<file path="src/rtl/mul_share_ctrl_pkg.sv">
// rtl/mul_share_ctrl_pkg.sv - shared types and constants for the multiplier share controller
package mul_share_ctrl_pkg;

   // Controller phases; GUARD is the post-reset drain of a multiplier that has no reset
   typedef enum logic [2:0] {
      ST_GUARD  = 3'd0,
      ST_IDLE   = 3'd1,
      ST_LAUNCH = 3'd2,
      ST_WAIT   = 3'd3,
      ST_RESP   = 3'd4
   } state_t;

   localparam int DEF_N_REQ     = 4;
   localparam int DEF_W         = 3;
   localparam int DEF_TIMEOUT   = 32;
   localparam int DEF_GUARD     = 16;
   // Worst-case shift-add multiplier latency for W=3; GUARD must not be shorter
   localparam int MUL_MAX_LAT   = 12;
   // init is held two cycles so a multiplier still in its final state sees it too
   localparam int LAUNCH_CYCLES = 2;

   // Width of a requester index, never less than one bit
   function automatic int idx_w(input int n);
      return (n <= 2) ? 1 : $clog2(n);
   endfunction

endpackage

</file>
<file path="src/rtl/mul_share_ctrl_rr_pick.sv">
// rtl/mul_share_ctrl_rr_pick.sv - combinational round-robin select of a request vector
module mul_share_ctrl_rr_pick #(
   parameter int N_REQ = 4,
   parameter int IW    = 2
) (
   input  logic [N_REQ-1:0] req,
   input  logic [IW-1:0]    ptr,
   output logic [IW-1:0]    winner,
   output logic             any_req
);

   // Lowest set bit at or after ptr; if none, wrap to the lowest set bit overall
   always_comb begin
      winner  = '0;
      any_req = |req;
      for (int i = N_REQ - 1; i >= 0; i--) begin
         if (req[i]) winner = IW'(i);
      end
      for (int i = N_REQ - 1; i >= 0; i--) begin
         if (req[i] && (IW'(i) >= ptr)) winner = IW'(i);
      end
   end

endmodule

</file>
<file path="src/rtl/mul_share_ctrl.sv">
// rtl/mul_share_ctrl.sv - round-robin sharing of one shift-add multiplier between requesters
module mul_share_ctrl
   import mul_share_ctrl_pkg::*;
#(
   parameter int N_REQ   = DEF_N_REQ,
   parameter int W       = DEF_W,
   parameter int TIMEOUT = DEF_TIMEOUT,
   parameter int GUARD   = DEF_GUARD
) (
   input  logic               clk,
   input  logic               rst,
   input  logic [N_REQ-1:0]   req,
   input  logic [N_REQ*W-1:0] mr_in,
   input  logic [N_REQ*W-1:0] md_in,
   output logic [N_REQ-1:0]   ack,
   output logic [N_REQ-1:0]   rsp_valid,
   output logic [2*W-1:0]     rsp_pp,
   output logic               rsp_err,
   output logic               busy,
   output logic [W-1:0]       mul_mr,
   output logic [W-1:0]       mul_md,
   output logic               mul_init,
   input  logic               mul_done,
   input  logic [2*W-1:0]     mul_pp
);

   localparam int IW   = idx_w(N_REQ);
   localparam int CMAX = (GUARD > TIMEOUT) ? GUARD : TIMEOUT;
   localparam int CW   = $clog2(CMAX + 1);
   localparam logic [CW-1:0] GUARD_LAST  = CW'(GUARD - 1);
   localparam logic [CW-1:0] TO_LAST     = CW'(TIMEOUT - 1);
   localparam logic [CW-1:0] LAUNCH_LAST = CW'(LAUNCH_CYCLES - 1);
   localparam logic [IW-1:0] IDX_LAST    = IW'(N_REQ - 1);

   state_t             state, state_n;
   logic [CW-1:0]      cnt, cnt_n;
   logic [IW-1:0]      ptr, ptr_n;
   logic [IW-1:0]      win, win_n;
   logic [IW-1:0]      pick;
   logic               any_req;

   logic [N_REQ-1:0]   ack_n, rsp_valid_n;
   logic [2*W-1:0]     rsp_pp_n;
   logic               rsp_err_n, busy_n, mul_init_n;
   logic [W-1:0]       mul_mr_n, mul_md_n;

   mul_share_ctrl_rr_pick #(
      .N_REQ (N_REQ),
      .IW    (IW)
   ) u_rr_pick (
      .req     (req),
      .ptr     (ptr),
      .winner  (pick),
      .any_req (any_req)
   );

   // One counter serves the guard drain, the two init cycles and the wait timeout
   always_comb begin
      state_n     = state;
      cnt_n       = cnt;
      ptr_n       = ptr;
      win_n       = win;
      ack_n       = '0;
      rsp_valid_n = '0;
      rsp_pp_n    = '0;
      rsp_err_n   = 1'b0;
      mul_init_n  = 1'b0;
      mul_mr_n    = mul_mr;
      mul_md_n    = mul_md;
      case (state)
         ST_GUARD: begin
            if (cnt == GUARD_LAST) begin
               state_n = ST_IDLE;
               cnt_n   = '0;
            end else begin
               cnt_n = cnt + 1'b1;
            end
         end
         ST_IDLE: begin
            if (any_req) begin
               win_n       = pick;
               mul_mr_n    = mr_in[int'(pick)*W +: W];
               mul_md_n    = md_in[int'(pick)*W +: W];
               ack_n[pick] = 1'b1;
               mul_init_n  = 1'b1;
               cnt_n       = '0;
               state_n     = ST_LAUNCH;
            end
         end
         ST_LAUNCH: begin
            if (cnt == LAUNCH_LAST) begin
               cnt_n   = '0;
               state_n = ST_WAIT;
            end else begin
               cnt_n      = cnt + 1'b1;
               mul_init_n = 1'b1;
            end
         end
         ST_WAIT: begin
            // A done in the last allowed cycle still wins over the timeout
            if (mul_done) begin
               rsp_valid_n[win] = 1'b1;
               rsp_pp_n         = mul_pp;
               state_n          = ST_RESP;
            end else if (cnt == TO_LAST) begin
               rsp_valid_n[win] = 1'b1;
               rsp_err_n        = 1'b1;
               state_n          = ST_RESP;
            end else begin
               cnt_n = cnt + 1'b1;
            end
         end
         ST_RESP: begin
            ptr_n   = (win == IDX_LAST) ? '0 : win + 1'b1;
            state_n = ST_IDLE;
         end
         default: begin
            cnt_n   = '0;
            state_n = ST_GUARD;
         end
      endcase
      busy_n = (state_n != ST_IDLE);
   end

   // State and every output registered; reset aborts any operation in flight
   always_ff @(posedge clk) begin
      if (rst) begin
         state     <= ST_GUARD;
         cnt       <= '0;
         ptr       <= '0;
         win       <= '0;
         ack       <= '0;
         rsp_valid <= '0;
         rsp_pp    <= '0;
         rsp_err   <= 1'b0;
         busy      <= 1'b1;
         mul_init  <= 1'b0;
         mul_mr    <= '0;
         mul_md    <= '0;
      end else begin
         state     <= state_n;
         cnt       <= cnt_n;
         ptr       <= ptr_n;
         win       <= win_n;
         ack       <= ack_n;
         rsp_valid <= rsp_valid_n;
         rsp_pp    <= rsp_pp_n;
         rsp_err   <= rsp_err_n;
         busy      <= busy_n;
         mul_init  <= mul_init_n;
         mul_mr    <= mul_mr_n;
         mul_md    <= mul_md_n;
      end
   end

endmodule

</file>
<file path="config.mk">
export PLATFORM = sky130hd
export DESIGN_NAME = mul_share_ctrl
export DESIGN_NICKNAME = d
export VERILOG_FILES = /design/src/rtl/mul_share_ctrl_pkg.sv /design/src/rtl/mul_share_ctrl_rr_pick.sv /design/src/rtl/mul_share_ctrl.sv
export SDC_FILE = /design/constraint.sdc
export NUM_CORES = 1
export LEC_CHECK = 0
export BUFFER_PORTS_ARGS = -buffer_cell sky130_fd_sc_hd__buf_2
export CAP_MARGIN = 20
export CORE_UTILIZATION = 50
export DETAILED_ROUTE_END_ITERATION = 7
export PLACE_DENSITY = 0.77
export SYNTH_ARGS = -nofsm -noshare
export SYNTH_HDL_FRONTEND = slang
export SYNTH_SLANG_ARGS = --single-unit
export TNS_END_PERCENT = 30
</file>
<file path="constraint.sdc">
create_clock -name clk -period 2 [get_ports clk]
set_input_delay 0.4 -clock clk [delete_from_list [all_inputs] [get_ports clk]]
set_output_delay 0.4 -clock clk [all_outputs]
set_load 0.05 [all_outputs]
</file>
==> flow_metrics.env <==
export IMPL_drtPass1Iterations=4
export IMPL_clockBufferDepth=2
export IMPL_synth_cells=201
export IMPL_cts_tree="yes"
export IMPL_tightest_slew_ns=0.529
export IMPL_antenna_cells=0
export IMPL_coreArea_sq_mm=0.00336
export IMPL_synthesis_nets=244
export IMPL_fp_dieArea_sq_mm=0.00380
export IMPL_cts_made_buffers=5
export IMPL_clock_sinks=36
export IMPL_synth_distinct_cells=40
export IMPL_grt_overflow_total=0
export IMPL_critical_path_class="reg -> reg"
export IMPL_die_w_microns=61.7
export IMPL_syn_area_per_cell_sq_um=8.86
export IMPL_clkSlewWorstSetupHoldPaths_ns=0.11
export IMPL_ys_seq_elements=36
export IMPL_fp_dieH_microns=61.7
export IMPL_leakage_nw=1.00
export IMPL_period_share_pct=89.1
export IMPL_grt_usage_pct=20.4
export IMPL_drtIter0Drc=74
export IMPL_tns_ns=0
export IMPL_vias_per_cell=5.24
export IMPL_antenna_found_initial=0
export IMPL_cellPowerDensity_mw_per_mm2=556
export IMPL_hold_violations=0
export IMPL_post_cts_setup_buffer_count=0
export IMPL_rsz0062_at_grt="no"
export IMPL_pwr_share_comb_pct=9.4
export IMPL_async_reset_ff_share_pct=0
export IMPL_start_util_pct=52.9
export IMPL_setup_violations=0
export IMPL_min_delay_path_depth=2
export IMPL_route_vias_total=1646
export IMPL_end_kind="flop"
export IMPL_crit_slowest_cell="dfxtp_1"
export IMPL_synth_edf_count=0
export IMPL_swShare_pct=25.9
export IMPL_clk_latency_ns=0.34
export IMPL_maxCapViolations=0
export IMPL_hold_slack_ns=0.233
export IMPL_routedWlPerCell_microns=11.8
export IMPL_switchingPower_uw=321
export IMPL_port_buffers=59
export IMPL_nNetsFinal=310
export IMPL_io_pins=60
export IMPL_power_mw=1.24
export IMPL_ys_warn_count=0
export IMPL_r2r_cells=6
export IMPL_drtAntennaViolNets=0
export IMPL_dp_hpwl_microns=2780
export IMPL_drive_above_1_share_pct=32.1
export IMPL_status="finished, final reports clean"
export IMPL_clockPowerShare_pct=31.8
export IMPL_vdd_ir_drop_max_uv=234
export IMPL_hp_class="in -> reg"
export IMPL_period_needed_ns=1.78
export IMPL_power_internal_uw=919
export IMPL_path_cells="ha_1, nand3_1, or3_1, a221oi_1, o21bai_1, nand3b_1"
export IMPL_ys_seq_area_share_pct=40.5
export IMPL_cp_data_arrival_time_ns=2.01
export IMPL_final_cells=314
export IMPL_critPathMaxFanout=5
export IMPL_wl_microns=3720
export IMPL_num_rows=21
export IMPL_post_route_drc_count=0
export IMPL_cts_root_buf="clkbuf_4"
export IMPL_required_ns=2.23
export IMPL_slowest_delay_ns=0.41
export IMPL_utilization_pct=66.3
export IMPL_grt_pass1_wl_microns=5660
export IMPL_critPathLaunchType="flop"
export IMPL_synth_ff_type="dfxtp_1"
export IMPL_fmax_ghz=0.561
export IMPL_grt_max_degree=16
export IMPL_finalClockSkew_ns=0.00783
export IMPL_gp_congestion=0.836
export IMPL_maxSlewHeadroom_pct=64.4
export IMPL_slew_viol_final=0
export IMPL_cts_hold_buf=0
export IMPL_syn_to_final_growth_pct=25.3
export IMPL_htree_levels=2
export IMPL_dp_cells=306
export IMPL_pwr_share_seq_pct=58.8
export IMPL_grt_pass1_vias=1315
export IMPL_syn_area_sq_mm=0.00178
cells in the mapped netlist, types with 2 or more instances:
cell	number	area, sq um
nand3b_1	4	30.0
nor4_1	2	12.5
a31oi_1	5	31.3
and2_1	15	93.8
nand2b_1	4	25.0
o21bai_1	2	15.0
and3_1	7	43.8
nand2_1	16	60.1
nor2_1	15	56.3
buf_2	3	15.0
o21ai_0	3	15.0
o211ai_1	6	45.0
nor3_1	5	25.0
mux2i_1	10	100
or3_1	2	12.5
nor4_2	2	25.0
nor2b_1	2	12.5
a21oi_1	9	45.0
ha_1	6	75.1
o21ai_1	6	30.0
inv_1	8	30.0
a21boi_0	6	45.0
dfxtp_1	36	721
nand3_1	8	40.0
clkbuf_1	4	15.0
per-layer routing:
layer	global-route usage [%]	wire length [microns]	vias to the layer above
li1	-	-	845
met1	28.3	1780	728
met2	30.4	1620	69
met3	5.04	274	4
met4	7.94	41	0
met5	0	0	-
kinds of logic (layout without fill, tap and decap cells):
family | Yosys count | count (layout) | share of synthesized area (%)
AND/OR/NAND/NOR | 88 | 88 | 28.1
flip-flops | 36 | 36 | 40.5
buffers and inverters | 16 | 83 | 3.79
AO/OA/AOI/OAI | 45 | 45 | 17.8
multiplexers | 10 | 10 | 5.62
adder cells (fa/ha/maj) | 6 | 6 | 4.22
state kept, by name, indices dropped and copies added, names as in the netlist:
| register | cells |
|---|---|
| rsp_pp | 6 |
| busy | 1 |
| ptr | 2 |
| mul_mr | 3 |
| ack | 4 |
| rsp_valid | 4 |
| win | 2 |
| mul_md | 3 |
| state | 3 |
| rsp_err | 1 |
| cnt | 6 |
| mul_init | 1 |
path summary, 6_finish.rpt:
kind	to	start	slack, ns
worst max-delay path	busy	cnt[0]	0.22
worst min-delay path	rsp_err	mul_done	0.23
worst min register to register	mul_mr[0]	mul_mr[0]	0.50
worst max register to register	busy	cnt[0]	0.22
layout by cell type, fill, tap and decap left out, types with 3 or more instances in the layout:
cell type,count
a31oi_1,4
a21oi_1,9
nand3_1,8
dfxtp_1,36
buf_4,8
nor2_1,15
o21ai_1,5
and3_1,7
o211ai_1,6
nor3_1,5
and2_1,15
nand2_1,16
nand3b_1,4
mux2i_1,10
nand2b_1,4
buf_2,59
ha_1,6
a21boi_0,6
inv_1,8
clkbuf_4,5
o21ai_0,3
power by group through the flow:
stage                     Sequential (mW)  Combinational, mW  Clock, mW
after floorplan                     0.743             0.0585          0
after CTS                           0.728              0.116      0.403
after global routing                0.730              0.130      0.439
after global placement              0.744              0.115          0
final                               0.728              0.117      0.394
after detailed placement            0.745              0.116          0
worst max-delay path: cells and delay by family, from the launching register on:
kind | cells | cell delay [ns]
fa+ha+maj | 1 | 0.21
flops | 1 | 0.41
simple gates | 3 | 0.63
compound gates | 2 | 0.41
timing repair:
item                                   4_1_cts  5_1_grt
resized for setup                            0        3
endpoints found under the hold margin        0        0
setup endpoints to repair                    0        6
cell type report:
class / count / area (sq um)
Multi-Input combinational cell: 149 / 1010
Clock inverter: 3 / 18.8
Clock buffer: 5 / 37.5
Sequential cell: 36 / 721
Timing Repair Buffer: 67 / 355
Inverter: 8 / 30.0
Fill cell: 309 / 1130
Tap cell: 46 / 57.6
per-stage QoR:
step,setup WS [ns],instance area [sq um]
after floorplan,0.338,1780
after global placement,0.164,2160
after detailed placement,0.138,2160
after CTS,0.193,2210
after global routing,0.0153,2230
final,0.218,2230
Power figures use the tool's default switching activity.
